File: src/rtl/seg7_scan_driver.sv
// -----------------------------------------------------------------------------
// seg7_scan_driver
//
// Purpose:
//   Display stage for the stopwatch counters. Scans four packed hex/BCD digits
//   onto one multiplexed common-line 4-digit 7-segment display. The digit and
//   decimal-point inputs are captured into shadow registers once per frame
//   (at the end of the digit-3 slot), so a counter rollover never shows up
//   half-way through a scan. Optional leading-zero blanking on d3..d1.
//
// Optional feature:
//   SEG_DIM_EN - when defined, adds the 'dim' port and an 8-step PWM that
//                blanks line/seg/dp for part of every 8-cycle window.
//
// Parameters:
//   SCAN_DIV    clk0 cycles per digit slot (multiple of 8, >= 16)
//
// Ports:
//   clk0        in   system clock, all state on posedge
//   reset_sw    in   asynchronous active-high reset
//   bcd[15:0]   in   {d3,d2,d1,d0}; d0 is the rightmost digit
//   dp_mask[3:0]in   bit i lights the decimal point of digit i
//   blank_lz    in   1 = blank leading zeros on d3..d1 (sampled live)
//   dim[2:0]    in   brightness reduction, 0 = full (SEG_DIM_EN only)
//   seg[6:0]    out  active-high segments {a,b,c,d,e,f,g}, registered
//   dp          out  active-high decimal point, registered
//   line[3:0]   out  one-hot digit select, bit i = digit i, registered
//   frame_tick  out  one-cycle pulse when a new frame's inputs are latched
//
// Handshake: there is no valid/ready pair; the outputs are a free-running
//   registered stream, one new value per clk0 cycle, reflecting the scan
//   position (idx/cnt) and shadow contents of the previous cycle.
// -----------------------------------------------------------------------------
module seg7_scan_driver #(
    parameter int unsigned SCAN_DIV = 524288
) (
    input  logic        clk0,
    input  logic        reset_sw,
    input  logic [15:0] bcd,
    input  logic [3:0]  dp_mask,
    input  logic        blank_lz,
`ifdef SEG_DIM_EN
    input  logic [2:0]  dim,
`endif
    output logic [6:0]  seg,
    output logic        dp,
    output logic [3:0]  line,
    output logic        frame_tick
);

    localparam int CW = $clog2(SCAN_DIV);
    localparam logic [CW-1:0] CNT_LAST = CW'(SCAN_DIV - 1);

    logic [CW-1:0] cnt;
    logic [1:0]    idx;
    logic [15:0]   sh_bcd;
    logic [3:0]    sh_dp;

    logic          cnt_last;
    logic [3:0]    cur_digit;
    logic          blank_dig;
    logic [6:0]    seg_d;
    logic          dp_d;
    logic [3:0]    line_d;

    assign cnt_last = (cnt == CNT_LAST);

    function automatic logic [6:0] pat(input logic [3:0] v);
        logic [6:0] p;
        case (v)
            4'h0: p = 7'b1111110;
            4'h1: p = 7'b0110000;
            4'h2: p = 7'b1101101;
            4'h3: p = 7'b1111001;
            4'h4: p = 7'b0110011;
            4'h5: p = 7'b1011011;
            4'h6: p = 7'b1011111;
            4'h7: p = 7'b1110010;
            4'h8: p = 7'b1111111;
            4'h9: p = 7'b1111011;
            4'hA: p = 7'b1110111;
            4'hB: p = 7'b0011111;
            4'hC: p = 7'b1001110;
            4'hD: p = 7'b0111101;
            4'hE: p = 7'b1001111;
            default: p = 7'b1000111;
        endcase
        return p;
    endfunction

    // Scan position and per-frame shadow capture.
    always_ff @(posedge clk0 or posedge reset_sw) begin
        if (reset_sw) begin
            cnt        <= '0;
            idx        <= 2'd0;
            sh_bcd     <= 16'h0000;
            sh_dp      <= 4'h0;
            frame_tick <= 1'b0;
        end else begin
            frame_tick <= 1'b0;
            if (cnt_last) begin
                cnt <= '0;
                idx <= idx + 2'd1;
                // End of the digit-3 slot is the frame boundary.
                if (idx == 2'd3) begin
                    sh_bcd     <= bcd;
                    sh_dp      <= dp_mask;
                    frame_tick <= 1'b1;
                end
            end else begin
                cnt <= cnt + CW'(1);
            end
        end
    end

    // Leading-zero blanking works on the shadow digits so the blank/unblank
    // decision is frame-stable; only blank_lz itself is live.
    always_comb begin
        cur_digit = sh_bcd[{idx, 2'b00} +: 4];
        blank_dig = 1'b0;
        if (blank_lz) begin
            case (idx)
                2'd3:    blank_dig = (sh_bcd[15:12] == 4'h0);
                2'd2:    blank_dig = (sh_bcd[15:8] == 8'h00);
                2'd1:    blank_dig = (sh_bcd[15:4] == 12'h000);
                default: blank_dig = 1'b0;
            endcase
        end
        seg_d  = blank_dig ? 7'b0000000 : pat(cur_digit);
        dp_d   = sh_dp[idx];
        line_d = 4'b0001 << idx;
`ifdef SEG_DIM_EN
        // On-level is 8-dim cycles out of each 8-cycle window of cnt.
        if ({1'b0, cnt[2:0]} >= (4'd8 - {1'b0, dim})) begin
            seg_d  = 7'b0000000;
            dp_d   = 1'b0;
            line_d = 4'b0000;
        end
`endif
    end

    always_ff @(posedge clk0 or posedge reset_sw) begin
        if (reset_sw) begin
            seg  <= 7'b0000000;
            dp   <= 1'b0;
            line <= 4'b0000;
        end else begin
            seg  <= seg_d;
            dp   <= dp_d;
            line <= line_d;
        end
    end

endmodule
File: config.mk
export PLATFORM = sky130hd
export DESIGN_NAME = seg7_scan_driver
export DESIGN_NICKNAME = d
export VERILOG_FILES = /design/src/rtl/seg7_scan_driver.sv
export SDC_FILE = /design/constraint.sdc
export NUM_CORES = 1
export LEC_CHECK = 0
export CORE_UTILIZATION = 50
export DETAILED_ROUTE_END_ITERATION = 8
export PLACE_DENSITY = 0.74
export SETUP_SLACK_MARGIN = 0.15
export SLEW_MARGIN = 20
export SYNTH_ARGS = -nofsm -noshare
export SYNTH_HDL_FRONTEND = slang
export SYNTH_SLANG_ARGS = --single-unit
File: constraint.sdc
create_clock -name clk0 -period 4 [get_ports clk0]
set_input_delay 0.8 -clock clk0 [delete_from_list [all_inputs] [get_ports clk0]]
set_output_delay 0.8 -clock clk0 [all_outputs]
set_load 0.02 [all_outputs]
==> Word level (Yosys, flattened, before mapping) <==
Memory sizes are Yosys's and may differ from the RTL's.
Index checks and enable logic that the tools add are counted.
{ "op_classes": {"eq_ne": 4, "order_cmp": 1, "n_mux": 8, "shifts": 2, "reduce_logical": 4, "add_sub_neg": 2} }
{ "ops": {"columns": ["operator", "count"], "rows": [
  ["19-bit by 1-bit adder with 19-bit output (second input constant)", 1],
  ["19-bit equality test (second input constant)", 1],
  ["19-bit 2-to-1 mux", 1],
  ["16-bit by 5-bit variable part select with 4-bit output", 1],
  ["12-bit zero test", 1],
  ["8-bit zero test", 1],
  ["7-bit 2-to-1 mux", 1],
  ["2-bit equality test (second input constant)", 2],
  ["4-bit zero test", 1],
  ["1-bit 2-to-1 mux", 4],
  ["1-bit by 2-bit left shift with 4-bit output (first input constant)", 1],
  ["2-bit by 3-bit < comparator with 1-bit output (second input constant)", 1],
  ["1-bit one-hot mux with 3 select lines", 1],
  ["2-bit by 1-bit adder with 2-bit output (second input constant)", 1],
  ["1-bit binary-select mux with 2-bit select", 1],
  ["2-bit by 1-bit equality test with 1-bit output (second input constant)", 1],
  ["2-bit AND reduction", 1]
]} }
{ "word_totals": {"output_inout_bits": 13, "n_memories": 1, "rom_bits": 112, "regBits": 54, "wordCells": 30} }
{ "mem_list": {"columns": ["memory", "words", "word_bits", "read_ports", "rd_ports_with_merged_regs", "wr", "line_no", "source"], "rows": [
  ["(name not given)", 16, 7, 1, 0, 0, "70", "case (v)"]
]} }

==> Longest topological paths before layout <==
{ "logic_depth": {"ltp_word": 4, "depth_mapped": 8} }

==> Worst setup path after synthesis <==
OpenSTA, ideal clock, no wires.
{ "synth_path": {"path_kind": "reg2reg", "startpoint": "reg idx[0]", "endpoint": "reg seg[6]", "slack_ns": 1.901, "setup_ns": 0.143, "arrival_ns": 1.956, "stages_incl_launch_ff": 9, "path_cell_list": "dfrtp_1 buf_6 mux4_2 inv_1 ha_1 nor2_1 a221oi_1 o311a_1 a211oi_1"} }
{ "synth_via": {"elab_chain_cells": 4, "word_cells_on_any_way": 8, "classes_between": "eq/ne: 3; shift: 1; mux: 3; memory: 1"} }
{ "synth_rtl": {"columns": ["element", "line_no", "source"], "rows": [
  ["start, declared", "55", "logic [1:0] idx;"],
  ["start signal, assigned", "103", "idx <= idx + 2'd1;"],
  ["branches (longest 3 deep; another with memory 16 x 7 bit)", null, null],
  ["7-bit 2-to-1 mux *", "129", "seg_d = blank_dig ? 7'b0000000 : pat(cur_digit);"],
  ["net seg_d[6]", "62", "logic [6:0] seg_d;"],
  ["end signal, assigned", "148", "seg <= seg_d;"],
  ["end, declared", "45", "output logic [6:0] seg,"]
]} }
Mark *: on every way through the listed nets, which the timed path passes.
A chain may end at the register's enable or synchronous reset.

==> Final worst setup path <==
{ "layout_path": {"startpoint": "reg idx[1]", "endpoint": "reg sh_bcd[10]"} }
{ "layout_via": {"elab_chain_cells": 2} }
{ "layout_rtl": {"columns": ["element", "line_no", "source"], "rows": [
  ["2-bit equality test", "105", "if (idx == 2'd3) begin"],
  ["2-bit AND reduction (no line)", null, null],
  ["end signal, assigned", "96", "sh_bcd <= 16'h0000;"],
  ["end signal, assigned", "106", "sh_bcd <= bcd;"],
  ["end, declared", "56", "logic [15:0] sh_bcd;"]
]} }
Every way passes these cells.

==> impl.org <==
** Floorplanning
- For this configuration, the core starts out at a cell density of 51.9%.
- Core region area :: 5110 um2
- Die X-Extent :: 74.8 um
- DIE AREA :: 5590 um2
- IO Pins :: 36
- After floorplanning, the core was divided into 26 placement rows.
- Height of the die :: 74.8 um

** STA
- Post-layout minimum cycle time :: 2530 ps
- At the pin with the least slew margin, the transition time is 930 ps.
- Headroom to the max-slew limit came out at 37.8%.
- Setup violations remaining at the end of the flow were counted as 0.
- Final clock skew :: 4.94 ps
- Setup repair after global routing missed its margin :: false
- FMAX :: 395 MHz
- Final cycle utilization of the critical path :: 63.3%
- Summed over all failing endpoints, the final setup total negative slack is 0 ps.
- Count of final hold-check violations :: 0
- Final slew viol count :: 0
- Final Hold Slack :: 489 ps

** Setup path
- Crit Path Max Fanout :: 20
- In this run the worst setup path terminates at sh_bcd[10].
- Critical path origin :: idx[1]
- STA classifies the critical path startpoint as a register.
- The endpoint identified for the worst register-to-register timing path is sh_bcd[10].
- R2R cell count :: 4
- Setup crit end kind :: register
- Required time worst endpoint :: 4200 ps
- Worst setup path class :: reg -> reg
- Flop2flop setup slack :: 1470 ps
- The startpoint identified for the worst register-to-register timing path is idx[1].
- Critical path data arrival time :: 2740 ps

** Logic synthesis
- Mapped cell area :: 2650 um2
- Post-synthesis sequential area ratio :: 51.0%
- Number of enable flip-flop cells after synthesis :: 0
- The number of different library cells used by synthesis comes to 39.
- The synthesized design contains 54 register bits.
- Mapped Cells :: 215
- Synthesis produced a netlist with a net count of 248.
- During synthesis, Yosys emitted a total of 0 warnings.
- Averaged over all synthesized cells, the footprint is 12.3 um2.
- Post-synthesis async set-or-reset flop share :: 100%
- Main flop type after synthesis :: dfrtp_1

** Clock network
- CTS Sinks :: 54
- Max H-tree Level :: 2
- Cts hold-fix bufs :: 0
- Clock latency on the worst-skew pair, taken at its later pin, is 310 ps.
- Clock tree from TritonCTS :: yes
- Cts bufs inserted :: 5
- Clk buf depth :: 2
- Buffers added to address setup during post-CTS repair amount to 0.
- In this run, post-CTS repair resized a total of 0 instances.
- The cell sitting at the root of the clock tree is a clkbuf_8.
- Clock-pin slew of the registers on the worst-case setup and hold paths :: 90 ps

** Drt
- DR pass1 iterations :: 6
- Post-DRT Antenna Nets :: 0
- Wires add up to 4580 um.
- In this run, the number of DRC markers left after iteration 0 of detailed routing was 84.
- In the routed layout, each cell is associated on average with a via count of 5.45.
- Total number of vias :: 1745
- After detailed routing, the number of remaining DRC violations is 1.
- After detailed routing, the average wire length per cell comes to 14.3 um.

** Power
- In this run the power density over the cells is 329 nW/um2.
- Across the VDD grid, the largest voltage drop is 0.000219 V.
- Total power of the final layout :: 1030 uW
- Total leakage power :: 0.00136 uW

** Final layout
- Once layout is done, the placed cells without fillers occupy 3150 um2.
- Final net count :: 282
- The repair_antennas step left the layout with diodes totalling 0.
- Cell Count, Final, Fillers Out :: 320
- Fraction of final layout cells sized beyond drive strength 1 :: 14.4%
- Relative to the synthesized area, the layout overhead comes to 18.8%.

** Run status
- The run finished, with violations left.
- Violations in the final reports :: design-rule violations

** Placement
- In this run, placement finished with an instance count of 312.
- Instance area after placement :: 3040 um2
- During placement, the flow inserted port buffers numbering 35.
- RD Place Congestion :: 0.808
- Half-perimeter wire length after placement :: 3250 um

** GRT
- The first global-routing pass estimated 7830 um of wire.
- Global-route usage over all layers :: 18.9%
- Entering global routing, the biggest net connects 55 pins.
- Antenna violations before repair :: 0
- Global-route congestion overflow total :: 0
- Via count of the first global-routing pass :: 1638

** Run
- Number of maximum-capacitance violations :: 0

** Hold path
- In this run the worst hold path is classified as reg -> reg.
[cells by family after synthesis]
logic type      synth area share, %
xor+xnor                       6.94
compound gates                 5.24
mux                            16.0
flops                          51.0
fa+ha+maj                      4.72
simple gates                   13.0
buf+inv                        3.07
[metrics by stage]
stage          worst slack (ps)  utilization [%]
6_report                   1470             61.6
5_1_grt                    1290             61.6
3_5_place_dp               1460             59.4
4_1_cts                    1440             61.6
3_3_place_gp               1480             59.4
2_1_floorplan              1890                -
[worst max-delay path, stage by stage (launching register included)]
cell	delay (ps)
dfrtp_1	710
ha_1	340
and3_1	180
nand3_1	650
mux2_2	550
[final cells by class]
cell class                 instances  area [um2]
inverter                           8        31.3
multi-input combinational        145        1220
clock buffer                       6        72.6
clock inverter                     2        37.5
sequential                        54        1350
fill                             404        1960
tap                               70        87.6
timing repair buffer              35         350
[worst min path at each step]
stage / start / end / slack, ps / depth (start not counted)
2_1_floorplan: cnt[18] / cnt[18] / 450 / 1
3_3_place_gp: cnt[18] / cnt[18] / 470 / 1
3_5_place_dp: cnt[18] / cnt[18] / 480 / 1
4_1_cts: cnt[18] / cnt[18] / 490 / 1
5_1_grt: cnt[18] / cnt[18] / 510 / 1
6_report: cnt[18] / cnt[18] / 490 / 1
[synthesized netlist by cell type (2+ instances only)]
cell type / number / area share [%]
dfrtp_1: 54 / 51
mux2_2: 23 / 9.8
nor2_1: 14 / 2.0
xor2_1: 11 / 3.6
ha_1: 10 / 4.7
nand2_1: 10 / 1.4
nand3_1: 10 / 1.9
xnor2_1: 10 / 3.3
inv_1: 7 / 0.99
and4_1: 5 / 1.7
buf_2: 5 / 0.94
nand4_1: 5 / 1.2
nor3_1: 5 / 0.94
and3_1: 4 / 0.94
mux2i_1: 4 / 1.5
nor4_1: 4 / 0.94
a211oi_1: 3 / 0.85
a21oi_1: 3 / 0.57
mux4_1: 3 / 3.0
nor2b_1: 3 / 0.71
a311oi_1: 2 / 0.66
buf_6: 2 / 0.85
mux4_2: 2 / 1.7
[layer usage]
layer  track usage [%]  up-vias  share of wire (%)
li1                  -      840                  -
met1              26.9      865                 50
met2              27.8       33                 43
met3              5.49        7                4.7
met4              6.92        0                1.5
met5                 0        -                  0
[state kept, by name, summed over array words and instances, names as in the netlist]
signal,flops
frame_tick,1
cnt,19
seg,7
sh_bcd,16
line,4
sh_dp,4
dp,1
idx,2
[report_power, final]
group | internal (uW) | leakage (uW) | switching (uW) | total (uW)
registers | 562 | 0.000663 | 11.7 | 574
logic | 56.3 | 0.000641 | 45.6 | 102
clock network | 187 | 0.0000514 | 172 | 358
[layout by cell type (no fill, tap or decap), types with 3 or more instances in the layout]
cell,n
clkbuf_8,5
nor2b_1,3
clkdlybuf4s50_1,35
nor3_1,5
a211oi_1,3
inv_1,6
mux4_1,3
and3_1,4
nand2_1,10
and4_1,5
mux2_2,23
mux2i_1,4
a21oi_1,3
nand3_1,10
dfrtp_1,54
xnor2_1,10
nand4_1,5
nor4_1,4
nor2_1,14
xor2_1,11
ha_1,10
No activity file was read; power rests on OpenSTA's default activity.
